$ cat src/rtl/hazard_ctrl.sv
// Decode/execute interlock: tracks the EX and MEM destinations, raises load-use and
// multiply stalls, squashes on taken branches and registers operand forwarding selects.
module hazard_ctrl #(
    parameter logic [5:0] OP_LOAD = 6'b000011,
    parameter logic [5:0] OP_MUL  = 6'b000100,
    parameter int         MUL_LAT = 4
) (
    input  logic       clock,
    input  logic       reset,
    input  logic [5:0] opcode,
    input  logic [4:0] rs1,
    input  logic [4:0] rs2,
    input  logic [4:0] rd,
    input  logic       register_we,
    input  logic       branch_taken,
    output logic       stall,
    output logic       bubble,
    output logic       ex_hold,
    output logic       flush,
    output logic       mul_busy,
    output logic [1:0] fwd_rs1_sel,
    output logic [1:0] fwd_rs2_sel
);

    typedef enum logic {IDLE, BUSY} mul_st_t;

    localparam logic [3:0] CNT_INIT = 4'(MUL_LAT - 1);

    mul_st_t    st_q;
    logic [3:0] cnt_q;
    logic       mul_busy_q;

    logic       e_vld_q, e_we_q, e_ld_q;
    logic [4:0] e_rd_q;
    logic       m_vld_q, m_we_q;
    logic [4:0] m_rd_q;
    logic [1:0] fwd1_q, fwd1_d;
    logic [1:0] fwd2_q, fwd2_d;

    logic e_wr_rs1, e_wr_rs2, m_wr_rs1, m_wr_rs2;
    logic load_use, issue;

    // Register 0 is hard-wired, so it never creates a dependency.
    assign e_wr_rs1 = e_vld_q && e_we_q && (e_rd_q == rs1) && (rs1 != 5'd0);
    assign e_wr_rs2 = e_vld_q && e_we_q && (e_rd_q == rs2) && (rs2 != 5'd0);
    assign m_wr_rs1 = m_vld_q && m_we_q && (m_rd_q == rs1) && (rs1 != 5'd0);
    assign m_wr_rs2 = m_vld_q && m_we_q && (m_rd_q == rs2) && (rs2 != 5'd0);

    assign load_use = e_ld_q && (e_wr_rs1 || e_wr_rs2);
    assign flush    = branch_taken;
    assign mul_busy = mul_busy_q;

    always_comb begin
        stall   = 1'b0;
        bubble  = 1'b0;
        ex_hold = 1'b0;
        if (branch_taken) begin
            bubble = 1'b1;
        end else if (mul_busy_q) begin
            stall   = 1'b1;
            ex_hold = 1'b1;
        end else if (load_use) begin
            stall  = 1'b1;
            bubble = 1'b1;
        end
    end

    assign issue = !stall && !flush && !mul_busy_q;

    always_comb begin
        fwd1_d = 2'd0;
        fwd2_d = 2'd0;
        if (issue) begin
            fwd1_d = e_wr_rs1 ? 2'd1 : (m_wr_rs1 ? 2'd2 : 2'd0);
            fwd2_d = e_wr_rs2 ? 2'd1 : (m_wr_rs2 ? 2'd2 : 2'd0);
        end
    end

    always_ff @(posedge clock) begin
        if (reset) begin
            st_q       <= IDLE;
            cnt_q      <= 4'd0;
            mul_busy_q <= 1'b0;
            e_vld_q    <= 1'b0;
            e_we_q     <= 1'b0;
            e_ld_q     <= 1'b0;
            e_rd_q     <= 5'd0;
            m_vld_q    <= 1'b0;
            m_we_q     <= 1'b0;
            m_rd_q     <= 5'd0;
            fwd1_q     <= 2'd0;
            fwd2_q     <= 2'd0;
        end else begin
            // While the multiply occupies execute it stays put; MEM drains to empty.
            if (ex_hold) begin
                m_vld_q <= 1'b0;
            end else begin
                m_vld_q <= e_vld_q;
                m_we_q  <= e_we_q;
                m_rd_q  <= e_rd_q;
                e_vld_q <= issue;
                e_we_q  <= register_we;
                e_ld_q  <= issue && (opcode == OP_LOAD);
                e_rd_q  <= rd;
                fwd1_q  <= fwd1_d;
                fwd2_q  <= fwd2_d;
            end

            case (st_q)
                IDLE: begin
                    if (issue && (opcode == OP_MUL)) begin
                        st_q       <= BUSY;
                        cnt_q      <= CNT_INIT;
                        mul_busy_q <= 1'b1;
                    end
                end
                BUSY: begin
                    cnt_q <= cnt_q - 4'd1;
                    if (cnt_q == 4'd1) begin
                        st_q       <= IDLE;
                        mul_busy_q <= 1'b0;
                    end
                end
                default: begin
                    st_q       <= IDLE;
                    mul_busy_q <= 1'b0;
                end
            endcase
        end
    end

    assign fwd_rs1_sel = fwd1_q;
    assign fwd_rs2_sel = fwd2_q;

endmodule

$ cat config.mk
export PLATFORM = sky130hd
export DESIGN_NAME = hazard_ctrl
export DESIGN_NICKNAME = d
export VERILOG_FILES = /design/src/rtl/hazard_ctrl.sv
export SDC_FILE = /design/constraint.sdc
export NUM_CORES = 1
export LEC_CHECK = 0
export BUFFER_PORTS_ARGS = -buffer_cell sky130_fd_sc_hd__buf_2
export CORE_AREA = 3 3 60 85
export DETAILED_ROUTE_END_ITERATION = 10
export DIE_AREA = 0 0 63 88
export PLACE_DENSITY = 0.55
export SLEW_MARGIN = 40
export SYNTH_ARGS = -nofsm -noshare
export SYNTH_HDL_FRONTEND = slang
export SYNTH_SLANG_ARGS = --single-unit
$ cat constraint.sdc
create_clock -name clock -period 1.5 [get_ports clock]
set_clock_uncertainty 0.05 [all_clocks]
set_input_delay 0.075 -clock clock [delete_from_list [all_inputs] [get_ports clock]]
set_output_delay 0.075 -clock clock [all_outputs]
set_load 0.02 [all_outputs]
==> impl_metrics.toml, run 1 <==
[routing]
routedWlPerCell_um = 12.4
vias = 1258
antenna_left = 0
route.detailed.drc = 0
vias_per_cell = 4.53
drt-initial-drc-count = 39
totalWireLength_um = 3430
firstDrtPassIters = 3

[pwr]
power.internal_w = 0.000996
clkPwrFrac_pct = 30.0
p_comb_share_pct = 17.0
p_sw_w = 0.000333
power_w = 0.00133
p_per_area_nw_per_um2 = 670
ir_worst_vdd_uv = 351
leakage_nw = 0.823
seqPwrFrac_pct = 52.9
swShare_pct = 25.1

[finish]
n_fill_cell = 469
fin_util_pct = 44.4
area_delta_synth_final_pct = 50.9
diodes = 0
final_common_cell = "buf_2"
nNetsFinal = 244
layoutNonFillerInstCount = 278
layout-drive-gt1-share_pct = 43.1
mostFrequentLayoutCells = "buf_2, nand2_1, buf_4, dfxtp_1, a21oi_1"

[sta]
hold_violations = 0
fmax_mhz = 555
final_max_slew_viol_count = 0
whs_ns = 0.00915
tightest_slew_ns = 0.471
worst_slack_ns = -0.303
tns_ns = -1.61
min_period_ns = 1.80
setup_viol = 11
period_share_pct = 120
rsz0062_at_grt = "yes"
maxSlewHeadroom_pct = 68.3

[synth]
synth_area_um2 = 1310
synth.distinct_cells = 40
ys_ff_latch = 25
synth_seq_area_share_pct = 38.1
netlist_instances = 153
synth_warnings = 0
synth_fp_nets = 180
syn_area_per_cell_um2 = 8.59

[grt]
met1_usage_pct = 14.6
use_met2_pct = 26.6
grt_start_max_net_pins = 19
overflow = 0
grt_util_met3_pct = 1.54
grt_usage_pct = 13.1
grt_pass1_wl_um = 5920
top_usage_layer = "met2"
grt_pass1_vias = 1307
antenna_found_initial = 0

[floorplanning]
io-pin-count = 34
die_area_um2 = 5540
core.rowCount = 29
die_h_um = 88
fp.coreArea_um2 = 4460
start_util_pct = 29.4
die_w_um = 63

[clock_network]
root_buffer = "clkbuf_8"
cts_max_path_buffers = 2
clk_pin_slew_worst_paths_ns = 0.09
worst_skew_pair.late_latency_ns = 0.26
cts_buffers = 3
cts_sinks = 25
cts_tree = "done"
htree_levels = 1

[outcome]
status = "complete, but fails checks"
violations = "setup timing"

[worst_setup_path]
crit_type = "reg2out"
worst-r2r-cell-count = 6
end_kind = "output port"
critPathLaunchType = "flip-flop"
cp.required_ns = 1.37
cp.arrival_ns = 1.68
crit_path_max_fanout = 4

[min_path]
holdCritPathClass = "in2reg"
whs_path_depth = 3

[placed_design]
detailed_place_hpwl_um = 2740
dp.cells = 266
place_congestion = 0.777
port_buffers = 33

[run]
cap_violations = 0
power groups by stage:
stage	Clock (W)	Sequential, W	Combinational [W]
3_5_place_dp	0	0.000720	0.000195
6_report	0.000399	0.000703	0.000226
5_1_grt	0.000454	0.000707	0.000249
3_3_place_gp	0	0.000719	0.000193
4_1_cts	0.000415	0.000703	0.000225
2_1_floorplan	0	0.000716	0.0000951
metal layers:
layer,vias up,wire (um)
li1,658,-
met5,-,0
met4,0,0
met3,0,102
met1,579,1420
met2,21,1910
cells by family (layout without fill, tap and decap cells):
| kind of cell | Yosys count | in the layout | share of synthesized area [%] |
|---|---|---|---|
| compound gates | 29 | 29 | 15.7 |
| xor+xnor | 21 | 21 | 14.0 |
| fa+ha+maj | 2 | 2 | 1.90 |
| buf+inv | 11 | 74 | 3.43 |
| flops | 25 | 25 | 38.1 |
| simple gates | 65 | 65 | 26.9 |
sequential cells by signal, indices dropped and copies added, names as in the netlist, 2 cells and up:
signal,flops
m_rd_q,5
e_rd_q,5
cnt_q,4
fwd_rs2_sel,2
fwd_rs1_sel,2
through the flow:
| step | worst slack [ns] | cell area [um2] |
|---|---|---|
| 2_1_floorplan | -0.0244 | 1340 |
| 3_3_place_gp | -0.276 | 1750 |
| 3_5_place_dp | -0.285 | 1750 |
| 4_1_cts | -0.333 | 1960 |
| 5_1_grt | -0.394 | 1980 |
| 6_report | -0.303 | 1980 |
cell type report:
class / instances / area, um2 / share of cell area (%)
Tap cell: 62 / 77.6 / 3.91
Inverter: 4 / 15.0 / 0.758
Multi-Input combinational cell: 117 / 876 / 44.2
Sequential cell: 25 / 518 / 26.1
Clock buffer: 4 / 45.0 / 2.27
Timing Repair Buffer: 66 / 450 / 22.7
path summary, 6_finish.rpt:
check | startpoint | endpoint | slack [ns]
setup / recovery | e_rd_q[1]$_SDFFE_PP0N_ | stall | -0.30
setup reg to reg | m_rd_q[4]$_SDFFE_PP0N_ | fwd_rs1_sel[1]$_SDFFE_PP0N_ | -0.26
hold reg to reg | fwd_rs1_sel[1]$_SDFFE_PP0N_ | fwd_rs1_sel[1]$_SDFFE_PP0N_ | 0.40
hold / removal | rd[2] | e_rd_q[2]$_SDFFE_PP0N_ | 0.009
cells in the mapped netlist:
master,number,area (um2)
dfxtp_1,25,500
buf_4,1,7.51
a22oi_1,2,15.0
a221oi_2,1,15.0
nor2b_1,1,6.26
nor3b_1,2,15.0
xnor2_1,12,105
nand2_1,29,109
nor4_1,4,25.0
o31ai_2,1,12.5
or4_4,1,11.3
a21oi_1,14,70.1
inv_1,4,15.0
nand4_1,6,37.5
a21o_1,1,7.51
nor4_2,1,12.5
xor2_1,9,78.8
nor2_1,7,26.3
or4_1,1,7.51
nand2b_1,2,12.5
buf_1,1,3.75
o32ai_2,1,16.3
o21ai_0,2,10.0
nor4b_1,1,8.76
clkbuf_1,5,18.8
nand4b_1,1,8.76
o21bai_1,1,7.51
nor2_4,1,11.3
nor3_1,4,20.0
nand3_1,1,5.00
a211oi_1,1,7.51
a21boi_0,1,7.51
ha_1,2,25.0
nand3b_1,1,7.51
o21a_1,1,7.51
a21oi_2,1,8.76
nor4b_2,1,15.0
o21ai_4,1,16.3
o21ai_1,1,5.00
nand2b_4,1,13.8
critical path, cell delays in order (launching register included):
cell and delay [ns]:
dfxtp_4 0.38, xnor2_2 0.13, nand4_1 0.14, nor4b_4 0.31, o21ai_4 0.13, nand2b_4 0.09
nor2b_4 0.13, buf_6 0.11
what timing repair did:
item | CTS | global route
endpoints found under the hold margin | 5 | 0
hold buffers | 5 | 0
pin swaps | 6 | 1
setup buffers | 3 | 0
setup endpoints to repair | 13 | 14
resized for setup | 19 | 4
Power figures use the tool's default switching activity.
==> run 2: changes to the inputs <==
--- a/config.mk
+++ b/config.mk
@@ -7,6 +7,7 @@
 export LEC_CHECK = 0
 export BUFFER_PORTS_ARGS = -buffer_cell sky130_fd_sc_hd__buf_2
 export CORE_AREA = 3 3 60 85
+export CTS_BUF_LIST = sky130_fd_sc_hd__clkbuf_4 sky130_fd_sc_hd__clkbuf_8
 export DETAILED_ROUTE_END_ITERATION = 10
 export DIE_AREA = 0 0 63 88
 export PLACE_DENSITY = 0.55
==> impl_metrics.toml, run 2 (synthesis gave the netlist of run 1 again) <==
[outcome]
status = "complete, but fails checks"
violations = "setup timing"

[grt]
met1_usage_pct = 14.6
overflow = 0
grt_start_max_net_pins = 19
grt_usage_pct = 13.2
use_met2_pct = 26.7
grt_pass1_wl_um = 5930
top_usage_layer = "met2"
antenna_found_initial = 0
grt_pass1_vias = 1310
grt_util_met3_pct = 1.54

[finish]
area_delta_synth_final_pct = 51.1
regArea_um2 = 518
multi_input_area_um2 = 876
nNetsFinal = 244
largestRegisters = "e_rd_q (5), m_rd_q (5), cnt_q (4)"
final_common_cell = "buf_2"
fin_util_pct = 44.5
layout-drive-gt1-share_pct = 43.5
mostFrequentLayoutCells = "buf_2, nand2_1, buf_4, dfxtp_1, a21oi_1"
n_fill_cell = 469
diodes = 0

[clock_network]
cts_max_path_buffers = 2
root_buffer = "clkbuf_8"
worst_skew_pair.late_latency_ns = 0.26
cts_tree = "done"
htree_levels = 1
clk_pin_slew_worst_paths_ns = 0.09
cts_buffers = 3
cts_sinks = 25

[sta]
hold_violations = 0
rsz0062_at_grt = "yes"
maxSlewHeadroom_pct = 68.3
min_period_ns = 1.80
period_share_pct = 120
fmax_mhz = 554
tightest_slew_ns = 0.471
whs_ns = 0.00926
setup_viol = 11
tns_ns = -1.61
final_max_slew_viol_count = 0
worst_slack_ns = -0.303

[pwr]
p_per_area_nw_per_um2 = 678
power_w = 0.00135
ir_worst_vdd_uv = 351
leakage_nw = 0.827

[routing]
drt-initial-drc-count = 23
vias_per_cell = 4.50
antenna_left = 0
routedWlPerCell_um = 12.3
firstDrtPassIters = 3
vias = 1252
route.detailed.drc = 0
totalWireLength_um = 3430

[worst_setup_path]
worstReg2RegEnd = "fwd_rs1_sel[1]$_SDFFE_PP0N_"
crit_type = "reg2out"
end_kind = "output port"
critPathTopFamily = "simple AND/OR/NAND/NOR gates"
r2r_slack_ns = -0.26
worst-r2r-cell-count = 6
path_buf_inv = 1
critPathLaunchType = "flip-flop"
crit_path_max_fanout = 4
worst_path_max_delay_cell = "dfxtp_4"
cp.required_ns = 1.37
cp.arrival_ns = 1.68
critPathMaxStageDelay_ns = 0.37
r2r_start = "m_rd_q[4]$_SDFFE_PP0N_"
crit_chain = "xnor2_2, nand4_1, nor4b_4, o21ai_4, nand2b_4, nor2b_4, buf_6"

[floorplanning]
io-pin-count = 34
core.rowCount = 29
start_util_pct = 29.4
fp.coreArea_um2 = 4460
die_h_um = 88
die_area_um2 = 5540
die_w_um = 63

[placed_design]
place_congestion = 0.777
port_buffers = 33
detailed_place_hpwl_um = 2740

[min_path]
hold_start = "rd[2]"
holdCritPathClass = "in2reg"
hold_end = "e_rd_q[2]$_SDFFE_PP0N_"
whs_path_depth = 3

[run]
cap_violations = 0
-- run 2: cell type report --
class	count	share of cell area, %
sequential	25	26.1
tap	62	3.91
multi-input combinational	117	44.1
clock buffer	4	2.46
inverter	4	0.756
timing repair buffer	66	22.7
-- run 2: how the worst max path moves through the flow --
stage	startpoint	endpoint	slack [ns]	cells past startpoint
detailed placement	rs1[1]	fwd_rs1_sel[1]$_SDFFE_PP0N_	-0.29	8
global route	m_rd_q[4]$_SDFFE_PP0N_	fwd_rs1_sel[1]$_SDFFE_PP0N_	-0.39	6
floorplan	e_rd_q[1]$_SDFFE_PP0N_	cnt_q[1]$_SDFFE_PP0P_	-0.02	6
CTS	e_rd_q[0]$_SDFFE_PP0N_	stall	-0.33	7
finish	e_rd_q[1]$_SDFFE_PP0N_	stall	-0.30	7
global placement	rs1[1]	fwd_rs1_sel[1]$_SDFFE_PP0N_	-0.28	8
-- run 2: where the power goes --
group	switching (W)	internal, W
Combinational	0.000100	0.000126
Sequential	0.0000228	0.000680
Clock	0.000210	0.000208
Total	0.000333	0.00101
-- run 2: worst register-to-register path: cells and delay by family, from the launching register on --
family / cells / cell delay (ns)
AND/OR/NAND/NOR: 3 / 0.84
flip-flops: 1 / 0.36
XOR/XNOR: 1 / 0.17
buffers and inverters: 1 / 0.17
AO/OA/AOI/OAI: 1 / 0.11
-- run 2: through the flow --
stage / instance area [um2] / std cells / setup slack (ns)
final: 1990 / 278 / -0.303
after global routing: 1990 / 278 / -0.394
after detailed placement: 1750 / 266 / -0.285
after floorplan: 1340 / 153 / -0.0244
after CTS: 1960 / 278 / -0.333
after global placement: 1750 / 266 / -0.276
-- run 2: what timing repair did --
action / 4_1_cts / 5_1_grt
cloned: 0 / 0
pin swaps: 6 / 1
hold buffers: 5 / 0
gates resized for setup: 19 / 4
setup endpoints to repair: 13 / 14
hold endpoints to repair: 5 / 0
setup buffers: 3 / 0
-- run 2: layer usage --
| layer | up-vias | share of wire (%) |
|---|---|---|
| met5 | - | 0 |
| met4 | 0 | 0 |
| met3 | 0 | 3.0 |
| met2 | 21 | 56 |
| met1 | 574 | 41 |
| li1 | 657 | - |
